[src/rtl/mult8_rev_pkg.sv]
// -----------------------------------------------------------------------------
// mult8_rev_pkg
// Shared types for the reversible-multiplier history buffer:
//   state_t       - direction FSM states (FWD, F2R, REV, R2F)
//   entry_t       - one history entry {product p[15:0], operand a[7:0]}
//   DEPTH_DEFAULT - default number of history entries
//   mul8()        - 8x8 -> 16-bit product used by the optional consistency check
// -----------------------------------------------------------------------------
package mult8_rev_pkg;

    localparam int DEPTH_DEFAULT = 8;

    typedef enum logic [1:0] {
        FWD = 2'd0,
        F2R = 2'd1,
        REV = 2'd2,
        R2F = 2'd3
    } state_t;

    typedef struct packed {
        logic [15:0] p;
        logic [7:0]  a;
    } entry_t;

    function automatic logic [15:0] mul8(input logic [7:0] x, input logic [7:0] y);
        return 16'(x) * 16'(y);
    endfunction

endpackage

[src/rtl/mult8_rev_lifo.sv]
// -----------------------------------------------------------------------------
// mult8_rev_lifo
// LIFO storage with a single occupancy pointer. Push writes at the current
// level and increments it; pop decrements it. top always shows the most
// recently pushed entry (undefined content while empty). Storage itself is
// not reset; only the pointer is.
// Ports:
//   clk, rst_n        - clock, async active-low reset
//   push, push_data   - write request and data (ignored when full)
//   pop               - remove top entry (ignored when empty)
//   top               - current top entry
//   level, full, empty- occupancy status
// -----------------------------------------------------------------------------
module mult8_rev_lifo
    import mult8_rev_pkg::*;
#(
    parameter int DEPTH = DEPTH_DEFAULT
) (
    input  logic                       clk,
    input  logic                       rst_n,
    input  logic                       push,
    input  entry_t                     push_data,
    input  logic                       pop,
    output entry_t                     top,
    output logic [$clog2(DEPTH+1)-1:0] level,
    output logic                       full,
    output logic                       empty
);

    localparam int LW = $clog2(DEPTH + 1);
    localparam int AW = (DEPTH > 1) ? $clog2(DEPTH) : 1;

    entry_t          mem_r [DEPTH];
    logic [LW-1:0]   level_r;
    logic [AW-1:0]   wr_idx_s;
    logic [AW-1:0]   top_idx_s;
    logic            do_push_s;
    logic            do_pop_s;

    assign wr_idx_s  = AW'(level_r);
    assign top_idx_s = AW'(level_r - LW'(1));
    assign full      = (level_r == LW'(DEPTH));
    assign empty     = (level_r == LW'(0));
    assign do_push_s = push && !full;
    assign do_pop_s  = pop && !empty;
    assign top       = mem_r[top_idx_s];
    assign level     = level_r;

    // Entry storage: written only on an accepted push, never reset.
    always_ff @(posedge clk) begin
        if (do_push_s) begin
            mem_r[wr_idx_s] <= push_data;
        end
    end

    // Occupancy pointer; push and pop are mutually exclusive at the top level.
    always_ff @(posedge clk or negedge rst_n) begin
        if (!rst_n) begin
            level_r <= LW'(0);
        end else if (do_push_s && !do_pop_s) begin
            level_r <= level_r + LW'(1);
        end else if (do_pop_s && !do_push_s) begin
            level_r <= level_r - LW'(1);
        end
    end

endmodule

[src/rtl/mult8_rev_hist_buf.sv]
// -----------------------------------------------------------------------------
// mult8_rev_hist_buf
// History buffer for a reversible 8-bit multiplier. In forward mode each
// {product, A} tuple from the multiplier is pushed onto a LIFO and the product
// is forwarded downstream. In reverse mode the history is popped in strict
// reverse order and handed back to the multiplier. The F2R / R2F states only
// drain the respective output register before the direction flips.
// Optional feature (macro MULT8_REV_CHECK_EN): compares the operands recovered
// by the multiplier against the last reverse tuple handed over, sticky err.
// Ports:
//   clk, rst_n                         - clock, async active-low reset
//   dir                                - requested direction (0 fwd, 1 rev)
//   in_valid/in_ready/in_p/in_a        - forward tuple from multiplier
//   out_valid/out_ready/out_p          - forward product to consumer
//   rev_valid/rev_ready/rev_p/rev_a    - reverse tuple to multiplier
//   chk_valid/chk_a/chk_b              - recovered operands from multiplier
//   level, mode_rev, err               - occupancy, direction, sticky error
// -----------------------------------------------------------------------------
module mult8_rev_hist_buf
    import mult8_rev_pkg::*;
#(
    parameter int DEPTH = DEPTH_DEFAULT
) (
    input  logic                       clk,
    input  logic                       rst_n,
    input  logic                       dir,
    input  logic                       in_valid,
    output logic                       in_ready,
    input  logic [15:0]                in_p,
    input  logic [7:0]                 in_a,
    output logic                       out_valid,
    input  logic                       out_ready,
    output logic [15:0]                out_p,
    output logic                       rev_valid,
    input  logic                       rev_ready,
    output logic [15:0]                rev_p,
    output logic [7:0]                 rev_a,
    input  logic                       chk_valid,
    input  logic [7:0]                 chk_a,
    input  logic [7:0]                 chk_b,
    output logic [$clog2(DEPTH+1)-1:0] level,
    output logic                       mode_rev,
    output logic                       err
);

    state_t state_r;
    entry_t top_s;
    entry_t push_data_s;
    logic   full_s;
    logic   empty_s;
    logic   push_s;
    logic   pop_s;

    assign in_ready    = (state_r == FWD) && !full_s && (!out_valid || out_ready);
    assign push_s      = in_valid && in_ready;
    assign pop_s       = (state_r == REV) && !empty_s && (!rev_valid || rev_ready);
    assign push_data_s = '{p: in_p, a: in_a};

    mult8_rev_lifo #(
        .DEPTH (DEPTH)
    ) u_lifo (
        .clk       (clk),
        .rst_n     (rst_n),
        .push      (push_s),
        .push_data (push_data_s),
        .pop       (pop_s),
        .top       (top_s),
        .level     (level),
        .full      (full_s),
        .empty     (empty_s)
    );

    // Direction FSM; transitional states wait for their output register to drain.
    always_ff @(posedge clk or negedge rst_n) begin
        if (!rst_n) begin
            state_r  <= FWD;
            mode_rev <= 1'b0;
        end else begin
            case (state_r)
                FWD: if (dir)        begin state_r <= F2R; end
                F2R: if (!out_valid) begin state_r <= REV; mode_rev <= 1'b1; end
                REV: if (!dir)       begin state_r <= R2F; end
                R2F: if (!rev_valid) begin state_r <= FWD; mode_rev <= 1'b0; end
                default: begin
                    state_r  <= FWD;
                    mode_rev <= 1'b0;
                end
            endcase
        end
    end

    // Forward output register: load on push, clear when consumed without a new push.
    always_ff @(posedge clk or negedge rst_n) begin
        if (!rst_n) begin
            out_valid <= 1'b0;
            out_p     <= 16'h0000;
        end else if (push_s) begin
            out_valid <= 1'b1;
            out_p     <= in_p;
        end else if (out_ready) begin
            out_valid <= 1'b0;
        end
    end

    // Reverse output register: load on pop, clear when consumed with nothing to pop.
    always_ff @(posedge clk or negedge rst_n) begin
        if (!rst_n) begin
            rev_valid <= 1'b0;
            rev_p     <= 16'h0000;
            rev_a     <= 8'h00;
        end else if (pop_s) begin
            rev_valid <= 1'b1;
            rev_p     <= top_s.p;
            rev_a     <= top_s.a;
        end else if (rev_ready) begin
            rev_valid <= 1'b0;
        end
    end

`ifdef MULT8_REV_CHECK_EN
    logic [15:0] last_p_r;
    logic [7:0]  last_a_r;

    // Remember the tuple of the most recent completed reverse handshake.
    always_ff @(posedge clk or negedge rst_n) begin
        if (!rst_n) begin
            last_p_r <= 16'h0000;
            last_a_r <= 8'h00;
        end else if (rev_valid && rev_ready) begin
            last_p_r <= rev_p;
            last_a_r <= rev_a;
        end
    end

    // Sticky error when recovered operands disagree with the handed-back tuple.
    always_ff @(posedge clk or negedge rst_n) begin
        if (!rst_n) begin
            err <= 1'b0;
        end else if (chk_valid &&
                     ((chk_a != last_a_r) || (mul8(chk_a, chk_b) != last_p_r))) begin
            err <= 1'b1;
        end
    end
`else
    logic unused_chk_s;
    assign unused_chk_s = &{1'b0, chk_valid, chk_a, chk_b};
    assign err          = 1'b0;
`endif

endmodule

[config.mk]
export PLATFORM = sky130hd
export DESIGN_NAME = mult8_rev_hist_buf
export DESIGN_NICKNAME = d
export VERILOG_FILES = /design/src/rtl/mult8_rev_pkg.sv /design/src/rtl/mult8_rev_lifo.sv /design/src/rtl/mult8_rev_hist_buf.sv
export SDC_FILE = /design/constraint.sdc
export NUM_CORES = 1
export LEC_CHECK = 0
export ABC_AREA = 1
export BUFFER_PORTS_ARGS = -buffer_cell sky130_fd_sc_hd__buf_2
export CAP_MARGIN = 30
export CORE_UTILIZATION = 59
export DETAILED_ROUTE_END_ITERATION = 8
export GPL_TIMING_DRIVEN = 0
export HOLD_SLACK_MARGIN = 0.15
export PLACE_DENSITY = 0.79
export SLEW_MARGIN = 10
export SYNTH_ARGS = -nofsm -noshare
export SYNTH_HDL_FRONTEND = slang
export SYNTH_SLANG_ARGS = --single-unit
[constraint.sdc]
create_clock -name clk -period 4.1 [get_ports clk]
set_input_delay 0.205 -clock clk [delete_from_list [all_inputs] [get_ports clk]]
set_output_delay 0.205 -clock clk [all_outputs]
set_load 0.01 [all_outputs]
# After elaboration in Yosys (flattened, before gate mapping)
# Memories as Yosys holds them, arrays and structs flattened. A register that Yosys moved wholly into a read port is not among the register bits.
# Cells that the tools add are included.
[classes]
bitwise_logic = 0
n_lt_le_gt_ge = 0
mux = 16
shift = 0
add_sub_neg = 2
n_eq_ne = 8
multipliers = 0
div = 0
n_reduce_logical = 26
[ops]
columns = ["op", "n"]
rows = [
  ["logical AND 1 bit", 9],
  ["two-way mux 1 bit", 8],
  ["two-way mux 2 bit", 4],
  ["two-way mux 4 bit", 2],
  ["!= test 2 bit (second input constant)", 4],
  ["one-hot mux 2 bit (4 select lines)", 1],
  ["nonzero test 2 bit", 4],
  ["zero test 1 bit", 7],
  ["adder 4 x 1 -> 4 bit (second input constant)", 1],
  ["== test 2 bit (second input constant)", 2],
  ["== test 4 bit (second input constant)", 1],
  ["zero test 4 bit", 1],
  ["AND reduction 4 bit", 1],
  ["subtractor 4 x 1 -> 4 bit (second input constant)", 1],
  ["AND reduction 3 bit", 1],
  ["== test 2 x 1 -> 1 bit (second input constant)", 1],
  ["zero test 2 bit", 1],
  ["logical OR 1 bit", 2],
  ["one-hot mux 1 bit (2 select lines)", 1],
]
[word_totals]
mem_count = 1
output_inout_bits = 49
in_bits = 47
wordCells = 59
ramBits = 192
latchBits = 0
ff_bits = 25
rom_bits = 0
[mem_list]
columns = ["memory", "depth", "width", "rd", "rd_clocked_by_memory_dff", "wr", "line_no", "text"]
rows = [
  ["u_lifo.mem_r", 8, 24, 1, 1, 1, "mult8_rev_lifo.sv:33", "entry_t mem_r [DEPTH];"],
]

# Longest topological paths before layout
# Gate-level depths: netlist (run 1).
[depth]
depth_word = 10
ltp_mapped = 16
ltp_nobuf = 13

# Hierarchy
# A second synthesis (run 1) with hierarchy kept.
[hier_totals]
cells_unflattened = 992
hier_area_um2 = 10274.9
[modules_own_cells]
columns = ["module", "cells_per_inst", "seq_area_each_um2", "area_per_inst_um2", "n_inst"]
rows = [
  ["mult8_rev_lifo", 772, 5865.6, 8336.7, 1],
  ["mult8_rev_hist_buf", 220, 1126.1, 1938.1, 1],
]

# Least setup slack after synthesis (run 1)
# OpenSTA, ideal clock, no wires.
[synth_timing]
kind = "register to register"
from = "reg u_lifo.level_r[0], in the netlist u_lifo.level[0]"
to = "mem u_lifo.mem_r[0][0] in the netlist's numbering (enable)"
path_buffers = 3
path_stages_with_launch = 11
synth_period_minus_slack_ps = 2953
t_arrival_ps = 2549
setup_slack_ps = 1147
setup_time_ps = 405
required_time_ps = 3695
path_cell_list = "dfrtp_1 buf_4 inv_2 buf_2 ha_1 nand3_1 nand2_1 nor2_2 buf_4 nand2_1 nor2_1"
[synth_via]
elab_chain_len = 8
[synth_rtl]
columns = ["element", "line_no", "text"]
rows = [
  ["from (decl)", "mult8_rev_lifo.sv:34", "logic [LW-1:0] level_r;"],
  ["from (signal assigned)", "mult8_rev_lifo.sv:61", "level_r <= level_r + LW'(1);"],
  ["from (signal assigned)", "mult8_rev_lifo.sv:63", "level_r <= level_r - LW'(1);"],
  ["== test 4 bit", "mult8_rev_lifo.sv:42", "assign full = (level_r == LW'(DEPTH));"],
  ["zero test 1 bit", "mult8_rev_lifo.sv:44, mult8_rev_hist_buf.sv:54", ""],
  ["logical AND 1 bit (2 in a row)", "mult8_rev_hist_buf.sv:54", "assign in_ready = (state_r == FWD) && !full_s && (!out_valid || out_ready);"],
  ["logical AND 1 bit", "mult8_rev_hist_buf.sv:55", "assign push_s = in_valid && in_ready;"],
  ["logical AND 1 bit", "mult8_rev_lifo.sv:44", "assign do_push_s = push && !full;"],
  ["two-way mux 1 bit", "mult8_rev_lifo.sv:51", "if (do_push_s) begin"],
  ["two-way mux 1 bit (implied by the code)", "mult8_rev_lifo.sv:52", "mem_r[wr_idx_s] <= push_data;"],
  ["to (decl)", "mult8_rev_lifo.sv:33", ""],
]
# Several ways; a longest one is shown, not always the timed one.

# Worst setup path after layout (run 1)
[layout_timing]
from = "reg u_lifo.level_r[0], in the netlist u_lifo.level[0]"
to = "mem u_lifo.mem_r[6][15] in the netlist's numbering (enable)"
# Same word-level chain as after synthesis.

==> results of run 1 <==
[cell usage after synthesis, types with 2 or more instances]
library cell	instances
dfrtp_1	49
inv_1	159
buf_2	18
ha_1	8
nor3_1	2
buf_4	9
a21oi_1	2
o21ai_0	4
edfxtp_1	192
nand3_1	149
inv_2	4
nand2_1	357
buf_6	3
nor2_1	14
clkbuf_1	14
[placed cells by master (no fill, tap or decap), drive strengths merged, types with 2 or more instances in the layout]
master,netlist,routed
nand2,358,358
edfxtp,192,192
inv,164,165
nand3,149,149
buf,30,108
dfrtp,49,49
clkbuf,14,44
dlygate4sd3,0,28
nor2,16,16
clkinv,0,10
ha,8,8
o21ai,4,4
bufinv,0,3
nor3,2,2
a21oi,2,2
[final timing paths]
kind	depth (start not counted)	slack, ns	endpoint	startpoint
worst max register to register	10	0.88	u_lifo.mem_r[6][15]	u_lifo.level[0]
worst min-delay path	2	0.22	out_p[11]	rst_n
worst max-delay path	10	0.88	u_lifo.mem_r[6][15]	u_lifo.level[0]
max in group asynchronous	3	3.32	rev_a[2]	rst_n
min in group clk	6	0.27	out_p[0]	in_valid
worst min register to register	2	0.47	out_p[5]	out_p[5]
[repair_timing]
item	in CTS	in global routing
endpoints found under the hold margin	261	0
hold buffers	28	0
endpoints found under the setup margin	0	0
[state kept, by name, indices dropped and copies added (netlist names)]
signal	count
mode_rev	1
out_p	16
out_valid	1
rev_a	8
rev_p	16
rev_valid	1
state_r	2
u_lifo.level	4
u_lifo.mem_r	192
[area by class of cell]
type,instances,share of cell area (%)
flip-flops and latches,241,58.0
multi-input cells,546,20.2
repair buffers,106,5.68
clock buffers,30,5.51
inverters,164,5.12
well taps,220,2.28
plain buffers,44,2.02
clock inverters,14,1.20
[through the flow]
stage          instances  power (mW)  setup TNS [ns]
2_1_floorplan        995        5.49               0
4_1_cts             1365        9.00               0
3_3_place_gp        1292        6.61           -2.12
5_1_grt             1365        9.52               0
3_5_place_dp        1293        6.73               0
6_report            1365        9.05               0
[cells by family (layout without fill, tap and decap cells)]
family | count (synthesis) | after routing | synth area share (%)
buf+inv | 208 | 358 | 8.42
compound gates | 10 | 10 | 0.599
fa+ha+maj | 8 | 8 | 0.978
flops | 241 | 241 | 68.3
simple gates | 525 | 525 | 21.3
other cells | 1 | 1 | 0.0366
xor+xnor | 2 | 2 | 0.318
[power by group through the flow]
stage | sequential, mW | combinational, mW | clock (mW)
floorplan | 3.28 | 2.21 | 0
global placement | 3.17 | 3.44 | 0
detailed placement | 3.18 | 3.56 | 0
CTS | 3.13 | 3.63 | 2.23
global route | 3.17 | 4.03 | 2.31
finish | 3.13 | 3.69 | 2.23
[metal layers]
layer	global-route usage [%]	vias to the layer above	wire [um]
met2	46.9	397	11900
met1	34.9	3426	9380
met5	0	-	0
met4	10.7	0	608
li1	-	3443	-
met3	3.77	56	1930
==> summary.txt, run 1 <==
delay-heaviest family, CP -> simple AND/OR/NAND/NOR gates
CTS Buf Count -> 24
Clock Skews -> 0.0141 ns
combinational power share -> 40.7%
CTS tree -> yes
CP required -> 4.23 ns
f_max -> 310 MHz
CP Capture Type -> register
fill count -> 1138
initial antenna violation count -> 0
top cells by area, synth -> edfxtp_1 (56%), nand2_1 (13%), dfrtp_1 (12%)
Slew Viols, Final -> 0
GP Congestion -> 0.806
CTS clk-pin slew, worst paths -> 0.06 ns
number of remaining DRC errors -> 0
ANT cells -> 0
Post-synth ARST share -> 20.3%
RSZ-0062 raised after global routing -> no
CP Launch Type -> register
PD cells -> 750 mW/mm2
post-synthesis register bit count -> 241
share of the synthesized area in the top cell type -> 56.3%
share of layout cells above drive strength 1 -> 14.3%
number of global-route vias before repair -> 7229
Clock Path Buffers -> 3
Storage cell area -> 0.00699 mm2
CP arrival -> 3.35 ns
Post-Syn Area per Cell -> 10.3 um2
clock tree sinks -> 241
Critical Path, Cell by Cell -> buf_4, inv_2, buf_2, ha_1, nand3_1, nand2_1, nor2_2, buf_4, nand2_1, nor2_4
setup slack after layout -> 0.879 ns
clock share of power -> 24.6%
Std-Cell Rows -> 47
Post-CTS Resized -> 0
worst hold slack -> 0.218 ns
Die Ht -> 134 um
vias per cell -> 5.36
initial core utilization -> 61.1%
gr ovfl total -> 0
global-route wire length before repair -> 36.5 mm
drt first-iter violations -> 674
HP Class -> input pin to async pin
period utilisation layout -> 78.6%
Syn. warnings -> 0
Layout area overhead -> 17.9%
Setup Crit Path Kind -> register to register
internal power -> 5.48 mW
max_cap viols -> 0
Ports -> 96
post-synth top area cell -> edfxtp_1
Crit Path Max Fanout -> 24
clock root cell -> clkbuf_16
syn_nets -> 1050
Placed Instance Area -> 0.0110 mm2
H-tree depth -> 1
die area -> 0.0179 mm2
post-route cell area -> 0.0121 mm2
Hold Fails Final Rpt -> 0
register share of total power -> 34.6%
number of synthesized flops with an enable pin -> 192
Setup Buffers After CTS -> 0
PortBufs -> 77
routed length per instance -> 17.4 um
insertion delay to the later sink of the worst-skew pair -> 0.51 ns
fin crit period -> 3.22 ns
post-detail-place hpwl -> 14.3 mm
Worst Path Buf+Inv -> 4
fin nets -> 1182
drt total wl -> 23.8 mm
Die Wd -> 134 um
Routed Antenna Nets -> 0
Worst Tran Pin Value -> 0.884 ns
core region area -> 0.0168 mm2
relative slew slack -> 40.9%
cell count after synthesis -> 995
Lkg Pwr -> 5.52 nW
Crit-path slowest cell -> nor2_4
sw frac -> 39.4%
status -> completed
Place WS -> 0.953 ns
largest net degree at the start of global routing -> 29
Main synth FF type -> edfxtp_1
register area share after synthesis -> 68.3%
Worst path max stage delay -> 0.76 ns
Post-Syn Area -> 0.0102 mm2
post-layout util -> 72.0%
peak supply drop -> 0.509 mV
final setup fails -> 0
multi-input logic area -> 0.00244 mm2
GRT Total Usage -> 27.2%
NetSw -> 3.57 mW
drt pass-1 iters -> 6
total number of vias -> 7322
Distinct cells, synth -> 26
No activity file was read; power rests on OpenSTA's default activity.
==> inputs of run 2 (changes only) <==
- ABC_AREA: 1 -> 0
- CORE_UTILIZATION: 59 -> 58
- clock period: 4.1 -> 3 ns (I/O delays scaled with it)
==> summary.txt, run 2 <==
Top Registers -> u_lifo.mem_r x192, out_p x16, rev_p x16 (unchanged)
Slew Viols, Final -> 0 (unchanged)
syn_nets -> 597 (was 1050)
final non-filler cell total -> 933 (was 1365)
Routed Antenna Nets -> 0 (unchanged)
CP Capture Type -> register (unchanged)
post-route cell area -> 0.0116 mm2 (was 0.0121 mm2)
fin nets -> 755 (was 1182)
most common cell after layout, fill and taps aside -> edfxtp_1 (was nand2_1)
Largest Register -> u_lifo.mem_r (unchanged)
drt total wl -> 21.7 mm (was 23.8 mm)
HP Class -> input pin to async pin (unchanged)
Main synth FF type -> edfxtp_1 (unchanged)
GR Layer Usage met1 -> 33.2% (was 34.9%)
Post-Syn Area -> 0.00949 mm2 (was 0.0102 mm2)
drt pass-1 iters -> 5 (was 6)
Storage cell area -> 0.00699 mm2 (unchanged)
number of remaining DRC errors -> 0 (unchanged)
Worst Path Buf+Inv -> 5 (was 4)
Critical Path, Cell by Cell -> clkbuf_4, buf_6, inv_1, ha_1, nand2b_4, o211a_4, nand3_1, nor3_4, buf_4, buf_6 (was buf_4, inv_2, buf_2, ha_1, nand3_1, nand2_1, nor2_2, buf_4, nand2_1, nor2_4)
synth cell count leaders -> edfxtp_1 (192), mux2_2 (104), dfrtp_1 (49) (was nand2_1 (357), edfxtp_1 (192), inv_1 (159))
initial core utilization -> 59.5% (was 61.1%)
Placed Cells -> 853 (was 1293)
post-synth top area cell -> edfxtp_1 (unchanged)
Die Wd -> 130 um (was 134 um)
final setup fails -> 0 (unchanged)
Ports -> 96 (unchanged)
Die Ht -> 130 um (was 134 um)
total number of vias -> 5534 (was 7322)
Syn. warnings -> 0 (unchanged)
largest net degree at the start of global routing -> 50 (was 29)
post-synthesis register bit count -> 241 (unchanged)
register area share after synthesis -> 73.7% (was 68.3%)
post-layout util -> 72.8% (was 72.0%)
CTS tree -> yes (unchanged)
M3 GR Usage -> 3.49% (was 3.77%)
drt first-iter violations -> 485 (was 674)
simple-gate area share of the yosys netlist -> 2.57% (was 21.3%)
initial antenna violation count -> 0 (unchanged)
reg2reg end -> u_lifo.mem_r[0][16] (was u_lifo.mem_r[6][15])
cell count after synthesis -> 542 (was 995)
worst hold slack -> 0.246 ns (was 0.218 ns)
clock root cell -> clkbuf_16 (unchanged)
fill count -> 931 (was 1138)
multi-input logic area -> 0.00239 mm2 (was 0.00244 mm2)
Crit-path slowest cell -> dfrtp_1 (was nor2_4)
status -> completed (unchanged)
CP required -> 3.22 ns (was 4.23 ns)
fin crit period -> 2.85 ns (was 3.22 ns)
xor and xnor area share after synthesis -> 0.554% (was 0.318%)
Distinct cells, synth -> 35 (was 26)
RSZ-0062 raised after global routing -> no (unchanged)
CTS clk-pin slew, worst paths -> 0.06 ns (about the same)
Most common cell on crit path -> buf_6
met2 global-route usage -> 46.3% (was 46.9%)
Layout area overhead -> 22.4% (was 17.9%)
largest family of logic cells by synthesized area -> multiplexers (was simple AND/OR/NAND/NOR gates)
GRT Total Usage -> 26.3% (was 27.2%)
period utilisation layout -> 94.9% (was 78.6%)
top cells by area, synth -> edfxtp_1 (61%), dfrtp_1 (13%), mux2_2 (12%) (was edfxtp_1 (56%), nand2_1 (13%), dfrtp_1 (12%))
post-detail-place hpwl -> 13.2 mm (was 14.3 mm)
Post-synth ARST share -> 20.3% (unchanged)
most frequent cells in the layout -> edfxtp_1 (192), mux2_2 (104), buf_2 (94), dfrtp_1 (49), o22ai_1 (48) (was nand2_1 (357), edfxtp_1 (192), inv_1 (159), nand3_1 (149), buf_2 (95))
Place WS -> -0.135 ns (was 0.953 ns)
CTS Buf Count -> 24 (unchanged)
PortBufs -> 77 (unchanged)
max_cap viols -> 0 (unchanged)
count leader, synth -> edfxtp_1 (was nand2_1)
Crit Path Max Fanout -> 10 (was 24)
f_max -> 351 MHz (was 310 MHz)
R2R cell count -> 10 (unchanged)
relative slew slack -> 47.9% (was 40.9%)
global-route wire length before repair -> 31.9 mm (was 36.5 mm)
r2r startpoint -> u_lifo.level[0] (unchanged)
Hold Fails Final Rpt -> 0 (unchanged)
routed length per instance -> 23.3 um (was 17.4 um)
worst setup path end -> u_lifo.mem_r[0][16] (was u_lifo.mem_r[6][15])
delay-heaviest family, CP -> buffers and inverters (was simple AND/OR/NAND/NOR gates)
share of layout cells above drive strength 1 -> 41.1% (was 14.3%)
die area -> 0.0169 mm2 (was 0.0179 mm2)
mux cell area share after synthesis -> 13.8% (was 0%)
clock tree sinks -> 241 (unchanged)
Clock Skews -> 0.00989 ns (was 0.0141 ns)
gr ovfl total -> 0 (unchanged)
insertion delay to the later sink of the worst-skew pair -> 0.51 ns (about the same)
H-tree depth -> 1 (unchanged)
PD cells -> 1030 mW/mm2 (was 750 mW/mm2)
vias per cell -> 5.93 (was 5.36)
CP arrival -> 3.06 ns (was 3.35 ns)
peak supply drop -> 0.536 mV (was 0.509 mV)
Tot Pwr -> 12.0 mW (was 9.05 mW)
GP Congestion -> 0.773 (was 0.806)
share of the synthesized area in the top cell type -> 60.8% (was 56.3%)
critical path depth in cells -> 10 (unchanged)
Worst Tran Pin Value -> 0.781 ns (was 0.884 ns)
ANT cells -> 0 (unchanged)
post-synthesis compound-gate area fraction -> 6.22% (was 0.599%)
Largest register FFs -> 192 (unchanged)
core region area -> 0.0159 mm2 (was 0.0168 mm2)
number of synthesized flops with an enable pin -> 192 (unchanged)
gr busiest metal -> met2 (unchanged)
Post-Syn Area per Cell -> 17.5 um2 (was 10.3 um2)
Std-Cell Rows -> 46 (was 47)
Synth Area in Adders -> 1.05% (was 0.978%)
Lkg Pwr -> 4.32 nW (was 5.52 nW)
Setup Crit Path Kind -> register to register (unchanged)
number of global-route vias before repair -> 5615 (was 7229)
setup slack after layout -> 0.154 ns (was 0.879 ns)
Worst path max stage delay -> 0.40 ns (was 0.76 ns)
r2r setup slk -> 0.15 ns (was 0.88 ns)
Fin Setup TNS -> 0 ns (unchanged)
Placed Instance Area -> 0.0104 mm2 (was 0.0110 mm2)
CP Launch Type -> register (unchanged)
Clock Path Buffers -> 3 (unchanged)
CP Launch Point -> u_lifo.level[0] (unchanged)
==> run 2: cell types whose count changed in the layout (fill, tap and decap cells not counted), moves of 9 or more <==
cell | before | now
buf_6 | 3 | 12
nand2_1 | 357 | 30
inv_1 | 159 | 5
o31ai_1 | 0 | 21
mux2_2 | 0 | 104
o22ai_1 | 1 | 48
nand3_1 | 149 | 2
==> run 2: cell type report <==
type,instances,area share (%)
clock inverters,4,0.388
plain buffers,29,1.50
well taps,216,2.33
inverters,6,0.194
repair buffers,133,8.39
flip-flops and latches,241,60.2
clock buffers,39,6.36
multi-input cells,265,20.6
==> run 2: cell families after synthesis <==
kind of cell	Yosys count
AOI/OAI and AO/OA	85
xor gates and xnor gates	6
adders and majority gates	8
buffers and inverters	36
DFF	241
muxes	114
other	1
and+or+nand+nor	51
==> run 2: where the power goes <==
group	total, mW	internal, mW	switching [mW]	leakage (nW)
sequential	4.43	4.17	0.266	2.32
combinational	4.58	1.90	2.68	1.61
clock	2.94	1.76	1.18	0.387
total	12.0	7.83	4.13	4.32
==> run 2: what timing repair did <==
item / in CTS / in global routing
endpoints found under the hold margin: 261 / 1
hold buffers: 28 / 1
pin swaps: 2 / 3
buffers inserted: 2 / 7
resized for setup: 2 / 14
setup endpoints to repair: 50 / 103
==> run 2: worst min-delay path by stage <==
| stage | to | cells past startpoint |
|---|---|---|
| final | out_p[9] | 2 |
| after global routing | out_p[9] | 2 |
| after CTS | out_p[2] | 3 |
| after detailed placement | out_p[9] | 1 |
| after global placement | u_lifo.mem_r[5][6] | 1 |
| after floorplan | mode_rev | 0 |
==> run 2: worst reg2reg max path, delay by kind of cell, from the launching register on <==
family / cells / cell delay [ns]
buffers and inverters: 5 / 0.93
and+or+nand+nor: 3 / 0.79
DFF: 1 / 0.40
adders and majority gates: 1 / 0.23
AOI/OAI and AO/OA: 1 / 0.21
==> run 2: layer usage <==
layer	vias up	part of all wire (%)
li1	2428	-
met1	2810	40
met2	241	51
met3	55	6.0
met4	0	3.2
met5	-	0
